===== config.mk =====
export PLATFORM = sky130hd
export DESIGN_NAME = ps2_host_tx
export DESIGN_NICKNAME = d
export VERILOG_FILES = /design/src/rtl/ps2_host_tx.sv
export SDC_FILE = /design/constraint.sdc
export NUM_CORES = 1
export LEC_CHECK = 0
export ABC_AREA = 1
export CAP_MARGIN = 0
export CORE_AREA = 3 3 74 76
export CTS_BUF_LIST = sky130_fd_sc_hd__clkbuf_2 sky130_fd_sc_hd__clkbuf_4 sky130_fd_sc_hd__clkbuf_8
export DETAILED_ROUTE_END_ITERATION = 16
export DIE_AREA = 0 0 77 79
export PLACE_DENSITY = 0.77
export SLEW_MARGIN = 20
export SYNTH_ARGS = -nofsm -noshare
export SYNTH_HDL_FRONTEND = slang
export SYNTH_SLANG_ARGS = --single-unit

===== constraint.sdc =====
create_clock -name CLK -period 4.3 [get_ports CLK]
set_input_delay 0.86 -clock CLK [delete_from_list [all_inputs] [get_ports CLK]]
set_output_delay 0.86 -clock CLK [all_outputs]
set_load 0.1 [all_outputs]

===== src/rtl/ps2_host_tx.sv =====
// Host-to-device PS/2 transmitter: inhibits the bus, requests to send, then
// shifts one command byte out on device clock falls and checks the device ACK.
module ps2_host_tx #(
    parameter int INHIBIT_CYCLES = 12000,
    parameter int REQ_CYCLES     = 500,
    parameter int TIMEOUT_CYCLES = 200000
) (
    input  logic       CLK,
    input  logic       RESET,
    input  logic [7:0] TX_DATA,
    input  logic       TX_START,
    input  logic       PS2CLK_IN,
    input  logic       PS2DATA_IN,
    output logic       PS2CLK_OE,
    output logic       PS2DATA_OE,
    output logic       BUSY,
    output logic       DONE,
    output logic       ERROR
);

    localparam int M1   = (INHIBIT_CYCLES > REQ_CYCLES) ? INHIBIT_CYCLES : REQ_CYCLES;
    localparam int MAXC = (M1 > TIMEOUT_CYCLES) ? M1 : TIMEOUT_CYCLES;
    localparam int CW   = $clog2(MAXC + 1);

    typedef enum logic [2:0] {
        IDLE, INHIBIT, REQ, SEND, ACK, RELEASE, FINISH, FAIL
    } state_t;

    state_t      state;
    logic [CW-1:0] cnt;
    logic [3:0]  bit_cnt;
    logic [9:0]  shreg;
    logic        clk_meta, clk_sync, clk_prev;
    logic        data_meta, data_sync;
    logic        fe;
    logic        timeout;

    // Idle-high bus, so the synchronizers reset to 1 to avoid a false fall.
    always_ff @(posedge CLK or posedge RESET) begin
        if (RESET) begin
            clk_meta  <= 1'b1;
            clk_sync  <= 1'b1;
            clk_prev  <= 1'b1;
            data_meta <= 1'b1;
            data_sync <= 1'b1;
        end else begin
            clk_meta  <= PS2CLK_IN;
            clk_sync  <= clk_meta;
            clk_prev  <= clk_sync;
            data_meta <= PS2DATA_IN;
            data_sync <= data_meta;
        end
    end

    assign fe      = clk_prev & ~clk_sync;
    assign timeout = (cnt == CW'(TIMEOUT_CYCLES - 1));

    always_ff @(posedge CLK or posedge RESET) begin
        if (RESET) begin
            state      <= IDLE;
            cnt        <= '0;
            bit_cnt    <= '0;
            shreg      <= '0;
            PS2CLK_OE  <= 1'b0;
            PS2DATA_OE <= 1'b0;
            BUSY       <= 1'b0;
            DONE       <= 1'b0;
            ERROR      <= 1'b0;
        end else begin
            DONE  <= 1'b0;
            ERROR <= 1'b0;
            unique case (state)
                IDLE: begin
                    if (TX_START) begin
                        shreg     <= {1'b1, ~^TX_DATA, TX_DATA};
                        cnt       <= '0;
                        PS2CLK_OE <= 1'b1;
                        BUSY      <= 1'b1;
                        state     <= INHIBIT;
                    end
                end
                INHIBIT: begin
                    if (cnt == CW'(INHIBIT_CYCLES - 1)) begin
                        cnt        <= '0;
                        PS2DATA_OE <= 1'b1;
                        state      <= REQ;
                    end else begin
                        cnt <= cnt + 1'b1;
                    end
                end
                REQ: begin
                    // Data stays low here: that is the start bit.
                    if (cnt == CW'(REQ_CYCLES - 1)) begin
                        cnt       <= '0;
                        bit_cnt   <= '0;
                        PS2CLK_OE <= 1'b0;
                        state     <= SEND;
                    end else begin
                        cnt <= cnt + 1'b1;
                    end
                end
                SEND: begin
                    if (fe) begin
                        cnt        <= '0;
                        PS2DATA_OE <= ~shreg[0];
                        shreg      <= shreg >> 1;
                        bit_cnt    <= bit_cnt + 1'b1;
                        if (bit_cnt == 4'd9) state <= ACK;
                    end else if (timeout) begin
                        PS2CLK_OE  <= 1'b0;
                        PS2DATA_OE <= 1'b0;
                        ERROR      <= 1'b1;
                        state      <= FAIL;
                    end else begin
                        cnt <= cnt + 1'b1;
                    end
                end
                ACK: begin
                    if (fe) begin
                        cnt <= '0;
                        if (!data_sync) begin
                            state <= RELEASE;
                        end else begin
                            ERROR <= 1'b1;
                            state <= FAIL;
                        end
                    end else if (timeout) begin
                        ERROR <= 1'b1;
                        state <= FAIL;
                    end else begin
                        cnt <= cnt + 1'b1;
                    end
                end
                RELEASE: begin
                    if (clk_sync && data_sync) begin
                        DONE  <= 1'b1;
                        state <= FINISH;
                    end else if (fe) begin
                        cnt <= '0;
                    end else if (timeout) begin
                        ERROR <= 1'b1;
                        state <= FAIL;
                    end else begin
                        cnt <= cnt + 1'b1;
                    end
                end
                FINISH, FAIL: begin
                    PS2CLK_OE  <= 1'b0;
                    PS2DATA_OE <= 1'b0;
                    BUSY       <= 1'b0;
                    state      <= IDLE;
                end
                default: state <= IDLE;
            endcase
        end
    end

endmodule


# After elaboration in Yosys (flattened, before gate mapping)

Index checks and enable logic that the tools add are counted.

Register bits after elaboration: 45
Word-level logic and storage cells: 99
Input bits: 13

$add $sub $neg: 2
Multiplexer cells: 41
Bitwise logic cells: 3
Equality and inequality tests: 21
Reductions and logical operators: 18

Operators with widths:

| kind                                                   | number |
|---|---|
| two-way mux 18 bit                                     | 6 |
| case mux 18 bit (5 select lines)                       | 1 |
| two-way mux 3 bit                                      | 9 |
| case mux 3 bit (7 select lines)                        | 1 |
| two-way mux 10 bit                                     | 2 |
| case mux 10 bit (2 select lines)                       | 1 |
| adder 18 x 1 -> 18 bit (second input constant)         | 1 |
| equality test 18 x 14 -> 1 bit (second input constant) | 1 |
| equality test 18 bit (second input constant)           | 1 |
| equality test 18 x 9 -> 1 bit (second input constant)  | 1 |
| inequality test 2 bit (second input constant)          | 7 |
| two-way mux 1 bit                                      | 13 |
| equality test 3 bit (second input constant)            | 4 |
| AND reduction 3 bit                                    | 4 |
| AND reduction 5 bit                                    | 2 |
| inequality test 3 bit (second input constant)          | 3 |
| two-way mux 4 bit                                      | 2 |
| case mux 4 bit (2 select lines)                        | 1 |
| XNOR reduction 8 bit                                   | 1 |
| equality test 3 x 2 -> 1 bit (second input constant)   | 2 |
| case mux 1 bit (3 select lines)                        | 2 |
| nonzero test 2 bit                                     | 3 |
| nonzero test 5 bit                                     | 1 |
| adder 4 x 1 -> 4 bit (second input constant)           | 1 |
| 13 further kinds                                       | 15 |

# Logic depth before layout (Yosys ltp)

Word-level depth: 5
Mapped depth: 12
Mapped depth without buffers: 11

# Worst setup path before layout

OpenSTA, ideal clock, no wires.

Kind: register to output
Start point: register BUSY
End point: output port BUSY
Buffers on the path: 0
Cell stages (with the launch flop): 1
Slack: 2.542 ns
Arrival time: 0.898 ns
Path through: dfrtp_1

RTL lines:

| element                | RTL line | source |
|---|---|---|
| start, declared        | 16       | `output logic BUSY,` |
| start signal, assigned | 66       | `BUSY <= 1'b0;` |
| start signal, assigned | 78       | `BUSY <= 1'b1;` |
| start signal, assigned | 150      | `BUSY <= 1'b0;` |

No word-level cell between the ends.

# Worst setup path after layout

Start point: register PS2DATA_OE
End point: output port PS2DATA_OE

RTL lines:

| element                | RTL line | source |
|---|---|---|
| start, declared        | 15       | `output logic PS2DATA_OE,` |
| start signal, assigned | 105      | `PS2DATA_OE <= ~shreg[0];` |

No word-level cell between the ends.

==> reports/results.ini <==
[sta]
skew_ns=0.01141
period_share_pct=62.16
rsz0062_at_grt=no
relSlewSlack_pct=35.33
layout_min_cycle_time_ns=2.673
fmax_mhz=374.1
hold_violations=0
slew_viol_final=0
setup_viol=0
tns_ns=0
tightest_slew_ns=0.9671

[worst_setup_path]
cp_cell_sequence=clkdlybuf4s50_1
crit_family=buffers and inverters
rrSetupSlack_ns=2.24
critical_path_class=flip-flop to primary output
path_max_fanout=2
critPathMaxStageDelay_ns=1.14
path_buf_inv=1
crit_required_ns=3.44
worst_setup_path_start_kind=flip-flop
cpMaxStageDelayCell=clkdlybuf4s50_1
worst_setup_path_end_kind=primary output
cp.arrival_ns=1.81

[yosys]
ys_types=34
netlist_area_um2=2836
syn_nets=421
ys_ff_latch=45
syn_inst=405
synth_edf_count=0
async_flop_share_pct=100.0
synth_top_area_share_pct=35.29
synth.most_common_cell=nand2_1
synth_warnings=0
synth_ff_type=dfrtp_1
synth_common_cells=nand2_1 (119), nor2_1 (47), nand3_1 (46)
syn_avg_cell_area_um2=7.004
ys_seq_area_share_pct=39.92
yosysTopAreaCell=dfrtp_1
synthTopCellsByArea=dfrtp_1 (35%), nand2_1 (16%), nand3_1 (8.1%)

[die]
initial_core_util_pct=59.27
row_count=25
die_area_um2=6083
fp.dieW_um=77
boundaryPins=18
core_area_um2=4786
fp.dieH_um=79

[power]
p_per_area_nw_per_um2=520.8
ir_drop_uv=466.4
p_leak_nw=1.475
total_power_mw=1.645

[placement]
dp.cells=482
io_buffers=17
gp_congestion=0.9825
dp_hpwl_mm=4.652

[clock_tree]
hold_buffers=0
cts-resized-gates=0
post_cts_buffers=0
cts_made_buffers=5
cts.path.max_buffers=2
htreeDepth=2
clkTransAtPathRegs_ns=0.08
cts-root-buf=clkbuf_8
cts.sinks=45
cts_tree=done
clk-insertion-delay-late_ns=0.30

[routing]
via_per_inst=5.435
ant_nets=0
routed_wl_mm=6.336
firstDrtPassIters=5
drtIter0Drc=197
drcViolationCount=0
vias=2663
drt-wirelength-per-cell_um=12.93

[min_path]
hold_path_class=flip-flop to flip-flop

[global_route]
track_usage_pct=22.56
grt_max_degree=46
gr-total-overflow=0
grt_first_pass_wirelength_mm=11.21
antenna_found_initial=0
grt_pass1_vias=2672

[cells_and_area]
fin_cells=490
diodes=0
area_growth_pct=11.38
fillCellCount=436
nNetsFinal=438
drive_gt1_share_pct=8.747

[job]
max_cap_viol_count=0

[run_status]
status=finished, final reports clean

-- area by class of cell --
| class | instances | area (um^2) | share of cell area (%) |
|---|---|---|---|
| Clock inverter | 1 | 30.03 | 0.9505 |
| Clock buffer | 7 | 90.09 | 2.851 |
| Tap cell | 67 | 83.83 | 2.653 |
| Multi-Input combinational cell | 301 | 1458 | 46.14 |
| Timing Repair Buffer | 17 | 170.2 | 5.386 |
| Sequential cell | 45 | 1132 | 35.84 |
| Inverter | 52 | 195.2 | 6.178 |
-- per-layer routing --
layer / share of wire [%] / vias to the layer above / routed length [um] / global-route usage (%)
met2: 50 / 73 / 3142 / 40.42
met4: 1.7 / 0 / 110 / 10.68
met3: 5.0 / 10 / 316 / 3.968
met5: 0 / - / 0 / 0
li1: - / 1340 / - / -
met1: 44 / 1240 / 2766 / 26.28
-- logic make-up after synthesis --
family                     Yosys count  share of synthesized area [%]
AOI/OAI and AO/OA                   45                          9.396
buffers and inverters               59                          8.690
adders and majority gates            3                          1.323
xor gates and xnor gates            10                          3.088
and+or+nand+nor                    243                          37.58
DFF                                 45                          39.92
-- report_power, final --
part           switching, mW  leakage, nW  total (mW)  internal, mW
Combinational          0.515        0.840       0.714         0.199
Clock                  0.142       0.0619       0.337         0.196
Sequential            0.0724        0.573       0.594         0.521
Total                  0.729         1.47        1.65         0.916
-- metrics by stage --
stage	instance area, um^2	hold slack [ns]	utilization, %	setup WS, ns
CTS	3159	0.3605	66.01	1.615
global route	3159	0.3663	66.01	1.585
global placement	3039	0.3453	63.50	1.775
finish	3159	0.3586	66.01	1.627
detailed placement	3039	0.3481	63.50	1.745
floorplan	2836	0.3452	-	2.389
-- cells in the final DEF, fill, tap and decap left out, drive strengths merged, types with 6 or more instances in the layout --
cell           count
nand4             10
nor2              53
nand2            121
o211ai             6
dfrtp             40
clkbuf             7
inv               51
o21ai             24
clkdlybuf4s50     17
nand3             49
-- flip-flops by register name, summed over array words and instances, names as in the netlist --
signal / count
BUSY: 1
DONE: 1
ERROR: 1
PS2CLK_OE: 1
PS2DATA_OE: 1
bit_cnt: 4
clk_meta: 1
clk_prev: 1
clk_sync: 1
cnt: 18
data_meta: 1
data_sync: 1
shreg: 10
state: 3
-- path summary, 6_finish.rpt --
path                                   startpoint                   end  cells past startpoint
max                        PS2DATA_OE$_DFFE_PP0P_            PS2DATA_OE                      1
min                           data_meta$_DFF_PP1_   data_sync$_DFF_PP1_                      0
max reg2reg                    cnt[1]$_DFFE_PP0P_    cnt[9]$_DFFE_PP0P_                     11
min reg2reg                   data_meta$_DFF_PP1_   data_sync$_DFF_PP1_                      0
max in group asynchronous                   RESET    cnt[7]$_DFFE_PP0P_                      2
min in group asynchronous                   RESET  shreg[8]$_DFFE_PP0P_                      2
Power figures use the tool's default switching activity.
